### config.mk
export PLATFORM = sky130hd
export DESIGN_NAME = pipe_hazard_ctrl_flat
export DESIGN_NICKNAME = d
export VERILOG_FILES = /design/src/rtl/pipe_hazard_ctrl_if.sv /design/src/rtl/pipe_hazard_ctrl.sv /design/src/flat_wrapper.sv
export SDC_FILE = /design/constraint.sdc
export NUM_CORES = 1
export LEC_CHECK = 0
export BUFFER_PORTS_ARGS = -buffer_cell sky130_fd_sc_hd__buf_2
export CORE_MARGIN = 2
export CORE_UTILIZATION = 40
export CTS_BUF_LIST = sky130_fd_sc_hd__clkbuf_8
export DETAILED_ROUTE_END_ITERATION = 10
export PLACE_DENSITY = 0.7
export SYNTH_ARGS = -nofsm -noshare
export SYNTH_HDL_FRONTEND = slang
export SYNTH_SLANG_ARGS = --single-unit
export TNS_END_PERCENT = 1
### constraint.sdc
create_clock -name clk -period 2.7 [get_ports clk]
set_clock_uncertainty 0.2 [all_clocks]
set_input_delay 0.675 -clock clk [delete_from_list [all_inputs] [get_ports clk]]
set_output_delay 0.675 -clock clk [all_outputs]
set_load 0.05 [all_outputs]
### src/rtl/pipe_hazard_ctrl_if.sv
// Hazard-control bundle between the pipeline datapath (master) and the controller (slave).
// The datapath reports stage operands and memory status; the controller returns enables/flushes.
interface pipe_hazard_ctrl_if #(
  parameter int unsigned REG_W = 5,
  parameter int unsigned CNT_W = 32
);
  logic [REG_W-1:0] id_rs1;
  logic [REG_W-1:0] id_rs2;
  logic             id_uses_rs1;
  logic             id_uses_rs2;
  logic             ex_memread;
  logic [REG_W-1:0] ex_rd;
  logic             mem_branch_taken;
  logic             mem_req;
  logic             mem_ready;
  logic             pc_en;
  logic             ifid_en;
  logic             idex_en;
  logic             exmem_en;
  logic             memwb_en;
  logic             ifid_flush;
  logic             idex_flush;
  logic             exmem_flush;
  logic             mem_timeout;
  logic [CNT_W-1:0] stall_cnt;

  modport master (
    output id_rs1, id_rs2, id_uses_rs1, id_uses_rs2, ex_memread, ex_rd,
           mem_branch_taken, mem_req, mem_ready,
    input  pc_en, ifid_en, idex_en, exmem_en, memwb_en,
           ifid_flush, idex_flush, exmem_flush, mem_timeout, stall_cnt
  );

  modport slave (
    input  id_rs1, id_rs2, id_uses_rs1, id_uses_rs2, ex_memread, ex_rd,
           mem_branch_taken, mem_req, mem_ready,
    output pc_en, ifid_en, idex_en, exmem_en, memwb_en,
           ifid_flush, idex_flush, exmem_flush, mem_timeout, stall_cnt
  );
endinterface

### src/rtl/pipe_hazard_ctrl.sv
// Stall/flush sequencer for the 5-stage LEGv8 pipeline: load-use bubbles, MEM-resolved
// branch flushes and multi-cycle data-memory waits, with a stall counter and timeout flag.
module pipe_hazard_ctrl #(
  parameter int unsigned REG_W    = 5,
  parameter int unsigned XZR      = 31,
  parameter int unsigned MAX_WAIT = 16,
  parameter int unsigned WAIT_W   = 5,
  parameter int unsigned CNT_W    = 32
) (
  input logic               clk,
  input logic               reset,
  pipe_hazard_ctrl_if.slave hz
);

  typedef enum logic [0:0] {StRun, StMemWait} state_e;

  localparam logic [WAIT_W-1:0] WaitMax = WAIT_W'(MAX_WAIT);
  localparam logic [REG_W-1:0]  ZeroReg = REG_W'(XZR);
  localparam logic [CNT_W-1:0]  CntMax  = '1;

  state_e            state_q, state_d;
  logic [WAIT_W-1:0] wait_q, wait_d;
  logic              timeout_q, timeout_d;
  logic [CNT_W-1:0]  stall_cnt_q, stall_cnt_d;

  logic memstall, loaduse, resolve;
  logic [4:0] en;   // {pc, ifid, idex, exmem, memwb}
  logic [2:0] fl;   // {ifid, idex, exmem}

  assign memstall = hz.mem_req & ~hz.mem_ready;
  assign loaduse  = hz.ex_memread && (hz.ex_rd != ZeroReg) &&
                    ((hz.id_uses_rs1 && (hz.id_rs1 == hz.ex_rd)) ||
                     (hz.id_uses_rs2 && (hz.id_rs2 == hz.ex_rd)));

  // Normal hazard rules apply in RUN without a memory stall, or on the MEM_WAIT release cycle.
  assign resolve = ~reset & (((state_q == StRun) & ~memstall) |
                             ((state_q == StMemWait) & hz.mem_ready));

  always_comb begin
    en = 5'b00000;
    fl = 3'b000;
    if (resolve) begin
      if (hz.mem_branch_taken) begin
        en = 5'b11111;
        fl = 3'b111;
      end else if (loaduse) begin
        en = 5'b00111;
        fl = 3'b010;
      end else begin
        en = 5'b11111;
      end
    end
  end

  always_comb begin
    state_d     = state_q;
    wait_d      = wait_q;
    timeout_d   = timeout_q;
    stall_cnt_d = stall_cnt_q;
    unique case (state_q)
      StRun: begin
        if (memstall) state_d = StMemWait;
      end
      StMemWait: begin
        if (hz.mem_ready) begin
          state_d = StRun;
          wait_d  = '0;
        end else begin
          if (wait_q != WaitMax) wait_d = wait_q + 1'b1;
          if (wait_d == WaitMax) timeout_d = 1'b1;
        end
      end
      default: state_d = StRun;
    endcase
    if (!en[4] && (stall_cnt_q != CntMax)) stall_cnt_d = stall_cnt_q + 1'b1;
  end

  always_ff @(posedge clk or posedge reset) begin
    if (reset) begin
      state_q     <= StRun;
      wait_q      <= '0;
      timeout_q   <= 1'b0;
      stall_cnt_q <= '0;
    end else begin
      state_q     <= state_d;
      wait_q      <= wait_d;
      timeout_q   <= timeout_d;
      stall_cnt_q <= stall_cnt_d;
    end
  end

  assign hz.pc_en       = en[4];
  assign hz.ifid_en     = en[3];
  assign hz.idex_en     = en[2];
  assign hz.exmem_en    = en[1];
  assign hz.memwb_en    = en[0];
  assign hz.ifid_flush  = fl[2];
  assign hz.idex_flush  = fl[1];
  assign hz.exmem_flush = fl[0];
  assign hz.mem_timeout = timeout_q;
  assign hz.stall_cnt   = stall_cnt_q;

endmodule

### src/flat_wrapper.sv
// flat-port wrapper written by rule: the top's interface ports become plain ports
module pipe_hazard_ctrl_flat 
#(
  parameter int unsigned REG_W    = 5,
  parameter int unsigned XZR      = 31,
  parameter int unsigned MAX_WAIT = 16,
  parameter int unsigned WAIT_W   = 5,
  parameter int unsigned CNT_W    = 32
)
  (clk, reset, hz_id_rs1, hz_id_rs2, hz_id_uses_rs1, hz_id_uses_rs2, hz_ex_memread, hz_ex_rd, hz_mem_branch_taken, hz_mem_req, hz_mem_ready, hz_pc_en, hz_ifid_en, hz_idex_en, hz_exmem_en, hz_memwb_en, hz_ifid_flush, hz_idex_flush, hz_exmem_flush, hz_mem_timeout, hz_stall_cnt);
  pipe_hazard_ctrl_if #(.REG_W(REG_W), .CNT_W(CNT_W)) hz_i ();
  input logic clk;
  input logic reset;
  input wire logic [$bits(hz_i.id_rs1)-1:0] hz_id_rs1;
  input wire logic [$bits(hz_i.id_rs2)-1:0] hz_id_rs2;
  input wire logic [$bits(hz_i.id_uses_rs1)-1:0] hz_id_uses_rs1;
  input wire logic [$bits(hz_i.id_uses_rs2)-1:0] hz_id_uses_rs2;
  input wire logic [$bits(hz_i.ex_memread)-1:0] hz_ex_memread;
  input wire logic [$bits(hz_i.ex_rd)-1:0] hz_ex_rd;
  input wire logic [$bits(hz_i.mem_branch_taken)-1:0] hz_mem_branch_taken;
  input wire logic [$bits(hz_i.mem_req)-1:0] hz_mem_req;
  input wire logic [$bits(hz_i.mem_ready)-1:0] hz_mem_ready;
  output wire logic [$bits(hz_i.pc_en)-1:0] hz_pc_en;
  output wire logic [$bits(hz_i.ifid_en)-1:0] hz_ifid_en;
  output wire logic [$bits(hz_i.idex_en)-1:0] hz_idex_en;
  output wire logic [$bits(hz_i.exmem_en)-1:0] hz_exmem_en;
  output wire logic [$bits(hz_i.memwb_en)-1:0] hz_memwb_en;
  output wire logic [$bits(hz_i.ifid_flush)-1:0] hz_ifid_flush;
  output wire logic [$bits(hz_i.idex_flush)-1:0] hz_idex_flush;
  output wire logic [$bits(hz_i.exmem_flush)-1:0] hz_exmem_flush;
  output wire logic [$bits(hz_i.mem_timeout)-1:0] hz_mem_timeout;
  output wire logic [$bits(hz_i.stall_cnt)-1:0] hz_stall_cnt;
  assign hz_i.id_rs1 = hz_id_rs1;
  assign hz_i.id_rs2 = hz_id_rs2;
  assign hz_i.id_uses_rs1 = hz_id_uses_rs1;
  assign hz_i.id_uses_rs2 = hz_id_uses_rs2;
  assign hz_i.ex_memread = hz_ex_memread;
  assign hz_i.ex_rd = hz_ex_rd;
  assign hz_i.mem_branch_taken = hz_mem_branch_taken;
  assign hz_i.mem_req = hz_mem_req;
  assign hz_i.mem_ready = hz_mem_ready;
  assign hz_pc_en = hz_i.pc_en;
  assign hz_ifid_en = hz_i.ifid_en;
  assign hz_idex_en = hz_i.idex_en;
  assign hz_exmem_en = hz_i.exmem_en;
  assign hz_memwb_en = hz_i.memwb_en;
  assign hz_ifid_flush = hz_i.ifid_flush;
  assign hz_idex_flush = hz_i.idex_flush;
  assign hz_exmem_flush = hz_i.exmem_flush;
  assign hz_mem_timeout = hz_i.mem_timeout;
  assign hz_stall_cnt = hz_i.stall_cnt;
  pipe_hazard_ctrl #(.REG_W(REG_W), .XZR(XZR), .MAX_WAIT(MAX_WAIT), .WAIT_W(WAIT_W), .CNT_W(CNT_W)) u_core (.clk(clk), .reset(reset), .hz(hz_i));
endmodule
======== Word level (Yosys, flattened, before mapping) ========
Index checks and enable logic that the tools add are counted.
cells by class
  $add $sub $neg .......................... 2
  equality and inequality tests ........... 6
  mux-type cells .......................... 13
  bitwise operators ....................... 9
  reduce and logical (&&, ||, !) cells .... 8
operators by type and width
  operator                                        count
  two-way mux 5 bit                               7
  adder 32 x 1 -> 32 bit (second input constant)  1
  != test 32 bit (second input constant)          1
  equality test 5 bit                             2
  != test 5 bit (second input constant)           2
  two-way mux 3 bit                               2
  adder 5 x 1 -> 5 bit (second input constant)    1
  equality test 5 bit (second input constant)     1
  logical AND 1 bit                               5
  bitwise AND 1 bit                               4
  inverter 1 bit                                  4
  AND reduction 3 bit                             1
  two-way mux 1 bit                               2
  two-way mux 2 bit                               1
  one-hot mux 1 bit (2 select lines)              1
  logical NOT 1 bit                               1
  logical OR 1 bit                                1
  bitwise OR 1 bit                                1
storage, ports and cells
  flip-flop bits (word level) ............. 39
  output and inout bits ................... 41
  logic and storage cells ................. 42

======== Longest topological paths before layout ========
  depth in word-level cells ............... 9
  mapped depth ............................ 9
  gate-level depth less buffers ........... 6

======== Worst setup path before layout ========
No wires, ideal clock.
  path type ............................... input to output
  from .................................... in hz_mem_req
  to ...................................... out hz_pc_en
  data arrival time ....................... 2.839 ns
  data required time ...................... 1.825 ns
  path slack .............................. -1.014 ns
  stages on the path ...................... 5
  buffers on the path ..................... 1
  cell sequence ........................... o21ba_2 -> nor2_1 -> o221ai_1 -> nand2_1 -> buf_4
on the way
  longest elaborated chain between the ends .. 6
ends and longest elaborated chain
  what               line                    source
  from (decl)        flat_wrapper.sv:21      input wire logic [$bits(hz_i.mem_req)-1:0] hz_mem_req;
  bitwise AND 1 bit  pipe_hazard_ctrl.sv:30  assign memstall = hz.mem_req & ~hz.mem_ready;
  inverter 1 bit     pipe_hazard_ctrl.sv:36  assign resolve = ~reset & (((state_q == StRun) & ~memstall) |
  bitwise AND 1 bit  pipe_hazard_ctrl.sv:36
  bitwise OR 1 bit   pipe_hazard_ctrl.sv:36
  bitwise AND 1 bit  pipe_hazard_ctrl.sv:36
  two-way mux 5 bit  pipe_hazard_ctrl.sv:42  if (resolve) begin
  to (decl)          flat_wrapper.sv:23      output wire logic [$bits(hz_i.pc_en)-1:0] hz_pc_en;
No other way between the ends.

======== Worst setup path in the final report ========
  from .................................... in hz_ex_rd[4]
  to ...................................... out hz_idex_flush
on the way
  longest elaborated chain between the ends .. 7
  elaborated cells between the ends (all ways) .. 11
ends and longest elaborated chain
  what                                    line                                            source
  from (decl)                             flat_wrapper.sv:19                              input wire logic [$bits(hz_i.ex_rd)-1:0] hz_ex_rd;
  equality test 5 bit (on tied branches)  pipe_hazard_ctrl.sv:32, pipe_hazard_ctrl.sv:33
  logical AND 1 bit (on tied branches)    pipe_hazard_ctrl.sv:32, pipe_hazard_ctrl.sv:33
  logical OR 1 bit                        pipe_hazard_ctrl.sv:32                          ((hz.id_uses_rs1 && (hz.id_rs1 == hz.ex_rd)) ||
  logical AND 1 bit *                     pipe_hazard_ctrl.sv:31                          assign loaduse = hz.ex_memread && (hz.ex_rd != ZeroReg) &&
  two-way mux 2 bit *                     pipe_hazard_ctrl.sv:46                          end else if (loaduse) begin
  two-way mux 3 bit *                     pipe_hazard_ctrl.sv:43                          if (hz.mem_branch_taken) begin
  two-way mux 3 bit *                     pipe_hazard_ctrl.sv:42
  to (decl)                               flat_wrapper.sv:29                              output wire logic [$bits(hz_i.idex_flush)-1:0] hz_idex_flush;
Every way passes the cells marked *; elsewhere a longest branch is shown, timed or not.

==> impl_metrics.env <==
export IMPL_outcome="finished, final reports clean"
export IMPL_die_width_um=77.5
export IMPL_drive_gt1_share_pct=34.4
export IMPL_finalHoldViolations=0
export IMPL_core_area_um2=5170
export IMPL_slew_headroom_pct=67.8
export IMPL_overflow=0
export IMPL_synth_area_um2=2160
export IMPL_critPathMaxFanout=3
export IMPL_fillers=469
export IMPL_synthFlopType="dfrtp_1"
export IMPL_drcViolationCount=0
export IMPL_ff2ff_setup_slack_ps=240
export IMPL_fin_nets=316
export IMPL_cts_resized=0
export IMPL_cp_required_ps=1820
export IMPL_synthToLayoutAreaGrowth_pct=27.2
export IMPL_clkSlewWorstSetupHoldPaths_ps=70
export IMPL_cp_cell_sequence="buf_2 -> xnor2_2 -> nand4_1 -> o22a_1 -> nor2_1 -> o21a_1 -> clkbuf_4"
export IMPL_register_area_um2=983
export IMPL_port_buffers=63
export IMPL_finalCoreUtilization_pct=53.2
export IMPL_multi_input_area_um2=1140
export IMPL_dr_pass1_iters=4
export IMPL_clkLatencyLatePin_ps=290
export IMPL_synthCells=220
export IMPL_clk_path_buf_depth=2
export IMPL_die_h_um=77.5
export IMPL_ys_warn_count=0
export IMPL_io_pins=64
export IMPL_fin_area_um2=2750
export IMPL_htree_levels=2
export IMPL_placed_area_um2=2630
export IMPL_wl_per_cell_um=13.8
export IMPL_critPathLaunchType="input port"
export IMPL_postSynth_asyncResetShare_pct=100
export IMPL_finalWirelength_um=4980
export IMPL_gr_usage_all_layers_pct=17.6
export IMPL_cts_tree="done"
export IMPL_leakage_nw=1.41
export IMPL_cts_root_buffer="clkbuf_8"
export IMPL_tightest_slew_ps=484
export IMPL_slowest_stage="o22a_1"
export IMPL_hold_buffers=0
export IMPL_grt_max_degree=40
export IMPL_vias=1853
export IMPL_postCtsSetupRepairBufs=0
export IMPL_dieArea_um2=6010
export IMPL_setup_tns_ps=0
export IMPL_power_density_nw_per_um2=654
export IMPL_setup_violations=0
export IMPL_start_util_pct=41.8
export IMPL_rsz0062_at_grt="yes"
export IMPL_hold_class="reg2reg"
export IMPL_syn_area_per_cell_um2=9.83
export IMPL_fin_ws_ps=47.7
export IMPL_dp_hpwl_um=3710
export IMPL_cpPeakStageDelay_ps=220
export IMPL_drv_slew=0
export IMPL_vdd_drop_max_v=0.000580
export IMPL_drt_iter0_drc=68
export IMPL_max_freq_mhz=377
export IMPL_cts_buffers=5
export IMPL_gp_congestion=0.811
export IMPL_grt_pass1_vias=1859
export IMPL_period_share_pct=98.2
export IMPL_rows=26
export IMPL_antenna_left=0
export IMPL_pre_cts_ws_ps=1.35
export IMPL_cap_violations=0
export IMPL_synthDistinctLibCells=37
export IMPL_criticalPathCategory="in2out"
export IMPL_yosysSeqAreaShare_pct=45.1
export IMPL_via_per_inst=5.13
export IMPL_clock_sinks=39
export IMPL_grt_pass1_wl_um=8630
export IMPL_power_w=0.00180
export IMPL_antenna_found_initial=0
export IMPL_min_period_ps=2650
export IMPL_antennaDiodeCount=0
export IMPL_synth_fp_nets=246
export IMPL_synth_edf_count=0
export IMPL_yosys_register_bits=39
export IMPL_arrival_ps=1780
export IMPL_end_kind="output port"
final cells by class:
cell class                      count  area share (%)
Inverter                            8            1.09
Sequential cell                    39            35.8
Multi-Input combinational cell    161            41.3
Tap cell                           70            3.18
Timing Repair Buffer               75            15.0
Clock buffer                        7            3.50
Clock inverter                      1           0.136
metal layers:
metal	global-route usage [%]	wire (µm)
met1	22.4	2240
met2	29.3	2460
met3	5.23	242
met4	4.29	32
met5	0	0
state kept, by name, indices dropped and copies added, names as in the netlist:
signal and count:
u_core.hz.stall_cnt 32, u_core.wait_q 5, u_core.hz.mem_timeout 1, u_core.state_q 1
cells in the mapped netlist (2+ instances only):
cell type | number | share of area [%]
clkbuf_1 | 4 | 0.69
nor4_1 | 14 | 4.1
xnor2_1 | 16 | 6.5
o211ai_1 | 2 | 0.69
and4_1 | 5 | 2.0
mux2_2 | 2 | 1.0
nand2_1 | 20 | 3.5
buf_4 | 5 | 1.7
or3_1 | 2 | 0.58
ha_1 | 3 | 1.7
a21oi_1 | 2 | 0.46
nor2_1 | 9 | 1.6
o21a_1 | 2 | 0.69
nand4_1 | 11 | 3.2
o21ai_0 | 2 | 0.46
buf_6 | 2 | 1.0
nand3_1 | 14 | 3.2
dfrtp_1 | 39 | 45
inv_1 | 8 | 1.4
o22ai_1 | 4 | 1.2
xor2_1 | 26 | 11
and3_1 | 3 | 0.87
nor3_1 | 11 | 2.5
final timing paths:
path | from | end | depth (start not counted)
max in group asynchronous | reset | u_core.hz.stall_cnt[15] | 3
setup / recovery | hz_ex_rd[4] | hz_idex_flush | 7
setup reg to reg | u_core.hz.stall_cnt[8] | u_core.hz.stall_cnt[31] | 7
hold / removal | u_core.hz.stall_cnt[28] | u_core.hz.stall_cnt[28] | 1
min in group asynchronous | reset | u_core.wait_q[1] | 3
hold reg to reg | u_core.hz.stall_cnt[28] | u_core.hz.stall_cnt[28] | 1
per-stage QoR:
stage          cells  hold slack, ps
6_report         361             285
5_1_grt          361             306
4_1_cts          361             292
3_5_place_dp     353             275
3_3_place_gp     353             246
2_1_floorplan    220             309
where the power goes:
part	switching, W	total (W)	internal [W]	leakage, nW
combinational	0.000426	0.000629	0.000203	0.848
sequential	0.0000898	0.000747	0.000657	0.510
clock	0.000194	0.000423	0.000229	0.0557
total	0.000710	0.00180	0.00109	1.41
critical path, delay by kind of cell:
kind,cells,cell delay [ps]
simple gates,2,240
buf+inv,2,360
xor+xnor,1,160
compound gates,2,350
cell usage in the layout, fill, tap and decap left out, types with 2 or more instances in the layout:
cell	n
buf_4	14
xnor2_1	14
o22ai_1	4
inv_1	9
or3_1	2
nor4_1	14
o21a_1	2
nor3_1	11
and3_1	3
a21oi_1	2
clkbuf_8	7
xor2_1	26
nand4_1	11
mux2_2	2
dfrtp_2	6
buf_2	60
dfrtp_1	33
nand3_1	14
and4_1	5
o211ai_1	2
xnor2_2	2
nand2_1	19
nor2_1	8
ha_1	3
cells by family after synthesis:
group	synth area share, %
XOR/XNOR	17.0
AND/OR/NAND/NOR	23.7
buffers and inverters	5.09
multiplexers	1.04
AO/OA/AOI/OAI	6.25
flip-flops	45.1
adder cells (fa/ha/maj)	1.74
(Power assumes the default switching activity.)
